===== src/rtl/vga_rx.sv =====
// VGA timing receiver: recovers pixel coordinates, verifies line/frame timing, locks.
// Optional per-frame RGB checksum on frame_sum when VGA_RX_CHECKSUM_EN is defined.
module vga_rx #(
  parameter int H_TOTAL  = 800,
  parameter int H_ACTIVE = 640,
  parameter int V_TOTAL  = 525,
  parameter int V_ACTIVE = 480
) (
  input  logic        clk,
  input  logic        rst,
  input  logic        hsync_n,
  input  logic        vsync_n,
  input  logic        blank_n,
  input  logic [7:0]  red,
  input  logic [7:0]  green,
  input  logic [7:0]  blue,
  input  logic        err_clr,
  output logic        pixel_valid,
  output logic [9:0]  pixel_x,
  output logic [9:0]  pixel_y,
  output logic [23:0] pixel_rgb,
  output logic        frame_start,
  output logic        locked,
  output logic        timing_error,
  output logic [15:0] frame_count,
  output logic [23:0] frame_sum
);

  typedef enum logic [1:0] {SEARCH, MEASURE, LOCKED} state_t;

  localparam logic [10:0] H_TOT = 11'(H_TOTAL);
  localparam logic [9:0]  H_ACT = 10'(H_ACTIVE);
  localparam logic [10:0] V_TOT = 11'(V_TOTAL);
  localparam logic [9:0]  V_ACT = 10'(V_ACTIVE);

  logic        hs_reg, hs_prev_reg, vs_reg, vs_prev_reg, blank_reg, clr_reg;
  logic [23:0] rgb_reg;
  state_t      state_reg, state_next;
  logic [10:0] h_len_reg, h_len_next;
  logic [9:0]  act_cnt_reg, act_cnt_next, act_base;
  logic [10:0] line_cnt_reg, line_cnt_eff, line_cnt_next;
  logic [9:0]  act_lines_reg, act_lines_eff, act_lines_next;
  logic        meas_bad_reg, meas_bad_next;
  logic        line_start, frame_edge, line_err, frame_err;
  logic        fs_pulse, count_inc, err_set, pv_next;

  assign line_start = hs_prev_reg & ~hs_reg;
  assign frame_edge = vs_prev_reg & ~vs_reg;
  assign pv_next    = (state_reg == LOCKED) && blank_reg;

  // Syncs reset to their inactive level so release never fakes an edge.
  always_ff @(posedge clk or negedge rst) begin
    if (!rst) begin
      hs_reg      <= 1'b1;
      hs_prev_reg <= 1'b1;
      vs_reg      <= 1'b1;
      vs_prev_reg <= 1'b1;
      blank_reg   <= 1'b0;
      clr_reg     <= 1'b0;
      rgb_reg     <= '0;
    end else begin
      hs_reg      <= hsync_n;
      hs_prev_reg <= hs_reg;
      vs_reg      <= vsync_n;
      vs_prev_reg <= vs_reg;
      blank_reg   <= blank_n;
      clr_reg     <= err_clr;
      rgb_reg     <= {red, green, blue};
    end
  end

  // Line end is accounted before frame start so a coincident new line is line 0.
  always_comb begin
    line_err      = 1'b0;
    act_base      = line_start ? 10'd0 : act_cnt_reg;
    act_cnt_next  = act_base;
    if (blank_reg && act_base != 10'h3FF) act_cnt_next = act_base + 10'd1;
    h_len_next    = h_len_reg;
    if (line_start)                 h_len_next = 11'd1;
    else if (h_len_reg != 11'h7FF)  h_len_next = h_len_reg + 11'd1;
    line_cnt_eff  = line_cnt_reg;
    act_lines_eff = act_lines_reg;
    if (line_start) begin
      if (line_cnt_reg != 11'h7FF) line_cnt_eff = line_cnt_reg + 11'd1;
      if (act_cnt_reg != 10'd0 && act_lines_reg != 10'h3FF) act_lines_eff = act_lines_reg + 10'd1;
      line_err = (h_len_reg != H_TOT) || (act_cnt_reg != 10'd0 && act_cnt_reg != H_ACT);
    end
    frame_err      = frame_edge && (line_cnt_eff != V_TOT || act_lines_eff != V_ACT);
    line_cnt_next  = frame_edge ? 11'd0 : line_cnt_eff;
    act_lines_next = frame_edge ? 10'd0 : act_lines_eff;
  end

  always_comb begin
    state_next    = state_reg;
    meas_bad_next = meas_bad_reg;
    fs_pulse      = 1'b0;
    count_inc     = 1'b0;
    err_set       = 1'b0;
    case (state_reg)
      SEARCH: begin
        if (frame_edge) begin
          state_next    = MEASURE;
          meas_bad_next = 1'b0;
        end
      end
      MEASURE: begin
        if (line_err) meas_bad_next = 1'b1;
        if (frame_edge) begin
          if (!(meas_bad_reg || line_err || frame_err)) begin
            state_next = LOCKED;
            fs_pulse   = 1'b1;
          end
          meas_bad_next = 1'b0;
        end
      end
      LOCKED: begin
        if (line_err || frame_err) begin
          state_next = SEARCH;
          err_set    = 1'b1;
        end else if (frame_edge) begin
          fs_pulse  = 1'b1;
          count_inc = 1'b1;
        end
      end
      default: state_next = SEARCH;
    endcase
  end

  always_ff @(posedge clk or negedge rst) begin
    if (!rst) begin
      state_reg     <= SEARCH;
      h_len_reg     <= '0;
      act_cnt_reg   <= '0;
      line_cnt_reg  <= '0;
      act_lines_reg <= '0;
      meas_bad_reg  <= 1'b0;
      pixel_valid   <= 1'b0;
      pixel_x       <= '0;
      pixel_y       <= '0;
      pixel_rgb     <= '0;
      frame_start   <= 1'b0;
      locked        <= 1'b0;
      timing_error  <= 1'b0;
      frame_count   <= '0;
    end else begin
      state_reg     <= state_next;
      h_len_reg     <= h_len_next;
      act_cnt_reg   <= act_cnt_next;
      line_cnt_reg  <= line_cnt_next;
      act_lines_reg <= act_lines_next;
      meas_bad_reg  <= meas_bad_next;
      pixel_valid   <= pv_next;
      if (pv_next) begin
        pixel_x   <= act_base;
        pixel_y   <= act_lines_next;
        pixel_rgb <= rgb_reg;
      end
      frame_start <= fs_pulse;
      locked      <= (state_next == LOCKED);
      if (err_set)      timing_error <= 1'b1;
      else if (clr_reg) timing_error <= 1'b0;
      if (count_inc) frame_count <= frame_count + 16'd1;
    end
  end

`ifdef VGA_RX_CHECKSUM_EN
  logic [23:0] run_sum_reg, sum_add;
  assign sum_add = pv_next ? rgb_reg : 24'd0;

  // The pixel on a frame-start clock belongs to the new frame.
  always_ff @(posedge clk or negedge rst) begin
    if (!rst) begin
      run_sum_reg <= '0;
      frame_sum   <= '0;
    end else if (fs_pulse) begin
      frame_sum   <= run_sum_reg;
      run_sum_reg <= sum_add;
    end else if (state_reg != LOCKED) begin
      run_sum_reg <= '0;
    end else begin
      run_sum_reg <= run_sum_reg + sum_add;
    end
  end
`else
  assign frame_sum = 24'd0;
`endif

endmodule


===== config.mk =====
export PLATFORM = sky130hd
export DESIGN_NAME = vga_rx
export DESIGN_NICKNAME = d
export VERILOG_FILES = /design/src/rtl/vga_rx.sv
export SDC_FILE = /design/constraint.sdc
export NUM_CORES = 1
export LEC_CHECK = 0
export CAP_MARGIN = 5
export CORE_UTILIZATION = 40
export CTS_BUF_LIST = sky130_fd_sc_hd__clkbuf_16
export DETAILED_ROUTE_END_ITERATION = 7
export DONT_BUFFER_PORTS = 1
export PLACE_DENSITY = 0.6
export SYNTH_ARGS = -nofsm -noshare
export SYNTH_HDL_FRONTEND = slang
export SYNTH_SLANG_ARGS = --single-unit

===== constraint.sdc =====
create_clock -name clk -period 3.9 [get_ports clk]
set_input_delay 0.39 -clock clk [delete_from_list [all_inputs] [get_ports clk]]
set_output_delay 0.39 -clock clk [all_outputs]
set_load 0.02 [all_outputs]

==> reports/metrics.cfg, run 1 <==
[floorplanning]
io_pins = 118
die_h_microns = 128
core_sq_um = 15300
die_area_sq_um = 16300
start_util_pct = 41.3
die_w_microns = 128
num_rows = 45

[run_status]
status = complete, no violations

[grt]
antenna_found_initial = 0
grt_max_degree = 140
grt_pass1_vias = 4433
grt_usage_pct = 16.9
grt_pass1_wl_microns = 21800
grt_use_met1_pct = 21.7
grt_use_met3_pct = 6.22
busiest_layer = met2
grt_overflow = 0
grt_use_met2_pct = 26.6

[clocking]
postCtsResizedCells = 0
postCtsHoldBufs = 30
htree_levels = 4
cts_setup_buffers = 0
clk_pin_slew_ns = 0.06
cts-buffers-inserted = 17
max-clock-path-buffers = 2
tritoncts = yes
cts-root-buf = clkbuf_16
cts_sinks = 139
clock_latency_ns = 0.41

[routing]
drt_iter0_drc = 235
via_per_inst = 5.10
drc_errors = 0
first_pass_iters = 4
final_antenna_net_count = 0
vias = 4219
routedWlPerCell_microns = 15.4
drt_wl_total_microns = 12700

[logic_synthesis]
synthCells = 574
synthArstFlopShare_pct = 100
syn_area_sq_um = 6330
ys.flop_type = dfrtp_1
ys_ff_latch = 139
syn_avg_cell_area_sq_um = 11.0
yosysWarnings = 0
synth_edf_count = 0
synth_cell_types = 61
yosysSeqAreaShare_pct = 55.0

[cells_and_area]
fin_nets = 643
diodes = 0
final_cell_area_sq_um = 7400
syn_to_final_growth_pct = 16.8
drive_gt1_share_pct = 14.4

[place]
dp_hpwl_microns = 8600
io_buffer_count = 0
pre_cts_slack_ns = 0.345
placed_area_sq_um = 6450
place.gp.congestion = 0.856

[sta]
finalSetupTns_ns = 0
finalClockSkew_ns = 0.00838
finalCritPeriodShare_pct = 91.5
slew_headroom_pct = 51.4
worst_slew_pin_slew_ns = 0.729
setup_viol = 0
slew_violations = 0
rsz0062_at_grt = false
finalHoldViolations = 0
post-route-min-period_ns = 3.57
setup_slack_ns = 0.330
fmax_ghz = 0.280

[setup_path]
ff2ff_path_depth = 9
critPathRequiredTime_ns = 4.23
worst_setup_path_start_kind = flop
path_class = reg -> reg
worst_ep_arrival_time_ns = 3.90
crit_fanout = 16
crit_path_end_kind = flop

[min_path]
hold_path_class = reg -> reg
whs_path_depth = 0

[power]
p_per_area_nw_per_um2 = 501
total_power_mw = 3.71
ir_worst_vdd_uv = 350
leakage_nw = 3.42

[flow_run]
max_cap_violations = 0

## routing by layer
metal | routed length (microns) | share of wire [%] | vias to the layer above
met5 | 0 | 0 | -
li1 | - | - | 2009
met2 | 5960 | 47 | 125
met1 | 5820 | 46 | 2075
met4 | 119 | 0.93 | 0
met3 | 844 | 6.6 | 10
## worst max-delay path, cell delays in order (launching register included)
cell      delay (ns)
dfrtp_1         0.39
or4_4           0.57
or4_4           0.56
and4b_1         0.24
a211oi_1        0.16
or4b_1          0.48
or4_1           0.42
buf_4           0.23
nor4_2          0.28
xor2_1          0.16
## logic make-up after synthesis
group / after synthesis / share of synthesized area (%)
DFF: 139 / 55.0
and+or+nand+nor: 204 / 16.7
other: 1 / 0.0592
xor gates and xnor gates: 43 / 5.95
adders and majority gates: 10 / 1.98
buffers and inverters: 66 / 5.59
muxes: 34 / 5.99
AOI/OAI and AO/OA: 77 / 8.71
## layout by cell type (no fill, tap or decap), types with 3 or more instances in the layout
cell type      instances
nor3_1                14
buf_4                  7
inv_6                  4
or4_4                  3
and3_1                13
nor4_1                 4
dlygate4sd3_1         29
nor3_4                 3
nor2_1                51
inv_1                 16
nand2_1               49
or3_1                  5
o21ai_0               18
a31o_2                 4
a31oi_1                5
xnor2_1               19
and2_1                 5
conb_1                24
nor3b_1                3
dfstp_2                4
ha_1                  10
clkbuf_16             17
nor2b_1                4
a21oi_1               10
nand3_1               22
o31ai_1               13
dfrtp_1              135
nand2b_1               3
mux2i_1                6
nand4_1               10
bufinv_16              4
xor2_1                24
mux2_2                27
a22o_1                 5
## synthesized netlist by cell type, types with 5 or more instances
master    instances  area [sq um]
xnor2_1          19           166
a22o_1            5          43.8
ha_1             10           125
nand4_1          10          62.6
or3_1             5          31.3
nor3_1           14          70.1
a31oi_1           5          31.3
xor2_1           24           210
and2_1            5          31.3
clkbuf_1         19          71.3
nor2b_1           5          31.3
o31ai_1          13          97.6
inv_1            16          60.1
and3_1           13          81.3
nand3_1          22           110
o21ai_0          18          90.1
mux2i_1           6          60.1
buf_4            24           180
mux2_2           27           304
dfrtp_1         135          3380
nand2_1          50           188
a21oi_1          10          50.1
nor2_1           51           191
## report_power, final
group / switching [mW] / internal, mW
logic: 0.232 / 0.155
clock network: 0.636 / 1.08
registers: 0.0837 / 1.52
total: 0.952 / 2.76
## path summary, 6_finish.rpt
kind / startpoint / endpoint / slack (ns)
max in group asynchronous: rst / frame_count[4] / 2.72
hold reg to reg: vs_reg / vs_prev_reg / 0.39
min in group asynchronous: rst / line_cnt_reg[5] / 0.56
hold / removal: vs_reg / vs_prev_reg / 0.39
setup / recovery: act_cnt_reg[1] / frame_count[15] / 0.33
setup reg to reg: act_cnt_reg[1] / frame_count[15] / 0.33
## stage by stage
stage / cells / hold WS [ns] / util (%)
2_1_floorplan: 597 / 0.0944 / -
3_3_place_gp: 765 / 0.102 / 42.1
3_5_place_dp: 765 / 0.102 / 42.1
4_1_cts: 827 / 0.385 / 48.3
5_1_grt: 827 / 0.396 / 48.3
6_report: 827 / 0.385 / 48.3
## cell type report
class / instances / area [sq um]
Tap cell: 211 / 264
Fill cell: 1416 / 7920
Clock buffer: 17 / 425
Multi-Input combinational cell: 392 / 2590
Clock inverter: 15 / 209
Inverter: 16 / 60.1
Timing Repair Buffer: 37 / 370
Sequential cell: 139 / 3480
(Power assumes the default switching activity.)
==> run 2, diff against run 1 <==
- CORE_MARGIN: unset -> 2
- clock period: 3.9 -> 3.5 ns (I/O delays scaled with it)
==> run 2 against run 1 <==
The run now ends with hold timing left. Routed wire length is 0.14% lower. Power increased by 6.8%. Sequential share of layout area fell by 0.55 points. Die area is 3.2% higher. Combinational power is 13% higher. Design area rose by 1.2%. Count of clock-buffer cells in the layout is the same. Flip-flop and latch count is the same. Register-to-register slack got worse by 0.22 ns. Worst hold slack got worse by 0.76 ns. Critical endpoint unchanged. Largest cell class unchanged. Largest power group is now sequential cells. Highest routed layer unchanged.
==> reports/metrics.cfg, run 2 (synthesis results as in run 1) <==
[run_status]
status = complete, but fails checks
violations = hold timing

[sta]
setup_viol = 0  ; unchanged
finalHoldViolations = 139  ; +139
post-route-min-period_ns = 3.39  ; -0.177 ns
fmax_ghz = 0.295  ; +5.2%
setup_slack_ns = 0.107  ; -0.223 ns
finalClockSkew_ns = 0.0102  ; +0.00180 ns
slew_violations = 0  ; unchanged
slew_headroom_pct = 57.2  ; +5.8 points
finalCritPeriodShare_pct = 96.9  ; +5.4 points
finalSetupTns_ns = 0  ; unchanged
worst_slew_pin_slew_ns = 0.638  ; -0.0912 ns
holdWs_ns = -0.371  ; -0.756 ns
rsz0062_at_grt = true

[routing]
wl_met1_microns = 5680  ; -2.3%
top_layer = met4
via_per_inst = 5.13  ; +0.65%
final_antenna_net_count = 0  ; unchanged
drt_wl_total_microns = 12700  ; -0.14%
vias = 4313  ; +2.2%
wl_met2_microns = 6010  ; +0.92%
wl_met3_microns = 931  ; +10%
drt_iter0_drc = 282  ; +20%
drc_errors = 0  ; unchanged
first_pass_iters = 4  ; unchanged
routedWlPerCell_microns = 15.1  ; -1.7%

[floorplanning]
io_pins = 118  ; unchanged
die_w_microns = 130  ; +1.6%
start_util_pct = 41.3  ; unchanged
core_sq_um = 15300  ; unchanged
num_rows = 45  ; unchanged
die_area_sq_um = 16900  ; +3.2%
die_h_microns = 130  ; +1.6%

[cells_and_area]
fin_nets = 656  ; +2.0%
stdcell_count = 840  ; +1.6%
drive_gt1_share_pct = 17.3  ; +2.9 points
diodes = 0  ; unchanged
syn_to_final_growth_pct = 18.2
final_cell_area_sq_um = 7490  ; +1.2%
final_common_cell = dfrtp_1
fillers = 1354  ; -4.4%
mostFrequentLayoutCells = 135 x dfrtp_1, 51 x nor2_1, 49 x nand2_1, 28 x dlygate4sd3_1, 27 x mux2_2

[setup_path]
crit_path_end_kind = flop
worst_ep_arrival_time_ns = 3.73  ; -0.17 ns
critPathRequiredTime_ns = 3.84  ; -0.39 ns
crit_fanout = 16  ; unchanged
path_class = reg -> reg
worst_setup_path_start_kind = flop

[place]
io_buffer_count = 0  ; unchanged
dp_cells = 780  ; +2.0%
placed_area_sq_um = 6560  ; +1.7%
dp_hpwl_microns = 8580  ; -0.31%
pre_cts_slack_ns = -0.00667  ; -0.351 ns
place.gp.congestion = 0.908  ; +6.1%

[power]
pwr-share-clk_pct = 44.3  ; -2.0 points
total_power_mw = 3.96  ; +6.8%
p_comb_share_pct = 11.0  ; +0.6 points
share_seq_of_total_power_pct = 44.7  ; +1.5 points
power_switching_mw = 1.07  ; +13%
netSwitchingFraction_pct = 27.0  ; +1.4 points
cellInternalPower_mw = 2.89  ; +4.8%
p_per_area_nw_per_um2 = 529  ; +5.6%
leakage_nw = 3.52  ; +3.2%
ir_worst_vdd_uv = 392  ; +12%

[flow_run]
max_cap_violations = 0  ; unchanged

[grt]
grt_overflow = 0  ; unchanged
grt_pass1_vias = 4344  ; -2.0%
grt_usage_pct = 16.1  ; -0.78 points
grt_max_degree = 140  ; unchanged
antenna_found_initial = 0  ; unchanged
grt_pass1_wl_microns = 21500  ; -1.2%

[clocking]
max-clock-path-buffers = 2  ; unchanged
tritoncts = yes
cts-buffers-inserted = 17  ; unchanged
clock_latency_ns = 0.42  ; about the same
htree_levels = 4  ; unchanged
cts_sinks = 139  ; unchanged
postCtsHoldBufs = 28  ; -6.7%
cts-root-buf = clkbuf_16
clk_pin_slew_ns = 0.06  ; about the same

[min_path]
hold_path_class = in -> async

## run 2: path summary, 6_finish.rpt
check                           cells past startpoint  slack [ns]              end           start
max in group asynchronous                           0        3.65      vs_prev_reg             rst
worst max register to register                      9        0.11  frame_count[15]  act_cnt_reg[1]
worst min-delay path                                0       -0.37  line_cnt_reg[9]             rst
worst max-delay path                                9        0.11  frame_count[15]  act_cnt_reg[1]
min in group clk                                    0        0.38      vs_prev_reg          vs_reg
worst min register to register                      0        0.38      vs_prev_reg          vs_reg
## run 2: per-layer routing
metal  vias up  GRT usage [%]
met3        11           6.52
met5         -              0
met2       133           25.2
met1      2120           21.0
li1       2049              -
met4         0           4.49
## run 2: what timing repair did
item	in CTS	in global routing
setup endpoints to repair	2	14
endpoints found under the hold margin	167	139
resized for setup	3	10
setup buffers	0	0
## run 2: metrics by stage
step / hold WS [ns] / utilization (%)
final: -0.371 / 48.9
after global placement: 0.0627 / 42.8
after detailed placement: 0.0631 / 42.8
after floorplan: 0.0544 / -
after global routing: -0.395 / 48.9
after CTS: -0.389 / 48.5
## run 2: power groups by stage
stage | clock network (mW) | logic (mW) | registers, mW
6_report | 1.75 | 0.436 | 1.77
2_1_floorplan | 0 | 0.347 | 1.78
4_1_cts | 1.80 | 0.437 | 1.77
3_5_place_dp | 0 | 0.407 | 1.80
5_1_grt | 1.88 | 0.492 | 1.78
3_3_place_gp | 0 | 0.400 | 1.80
## run 2: critical path: stages, from the launching register on
cell and delay, ns:
dfrtp_1 0.37, or4_4 0.55, or4_4 0.53, a311oi_2 0.21, nand3_1 0.10, or4b_1 0.54, or4_4 0.45, buf_12 0.18
nor4_4 0.22, xor2_1 0.16
## run 2: layout make-up
cell class,instances,area [sq um],area share [%]
sequential,139,3480,46.5
multi-input combinational,392,2640,35.3
inverter,16,60.1,0.802
timing repair buffer,50,458,6.12
clock inverter,15,153,2.04
clock buffer,17,425,5.68
tap,211,264,3.53
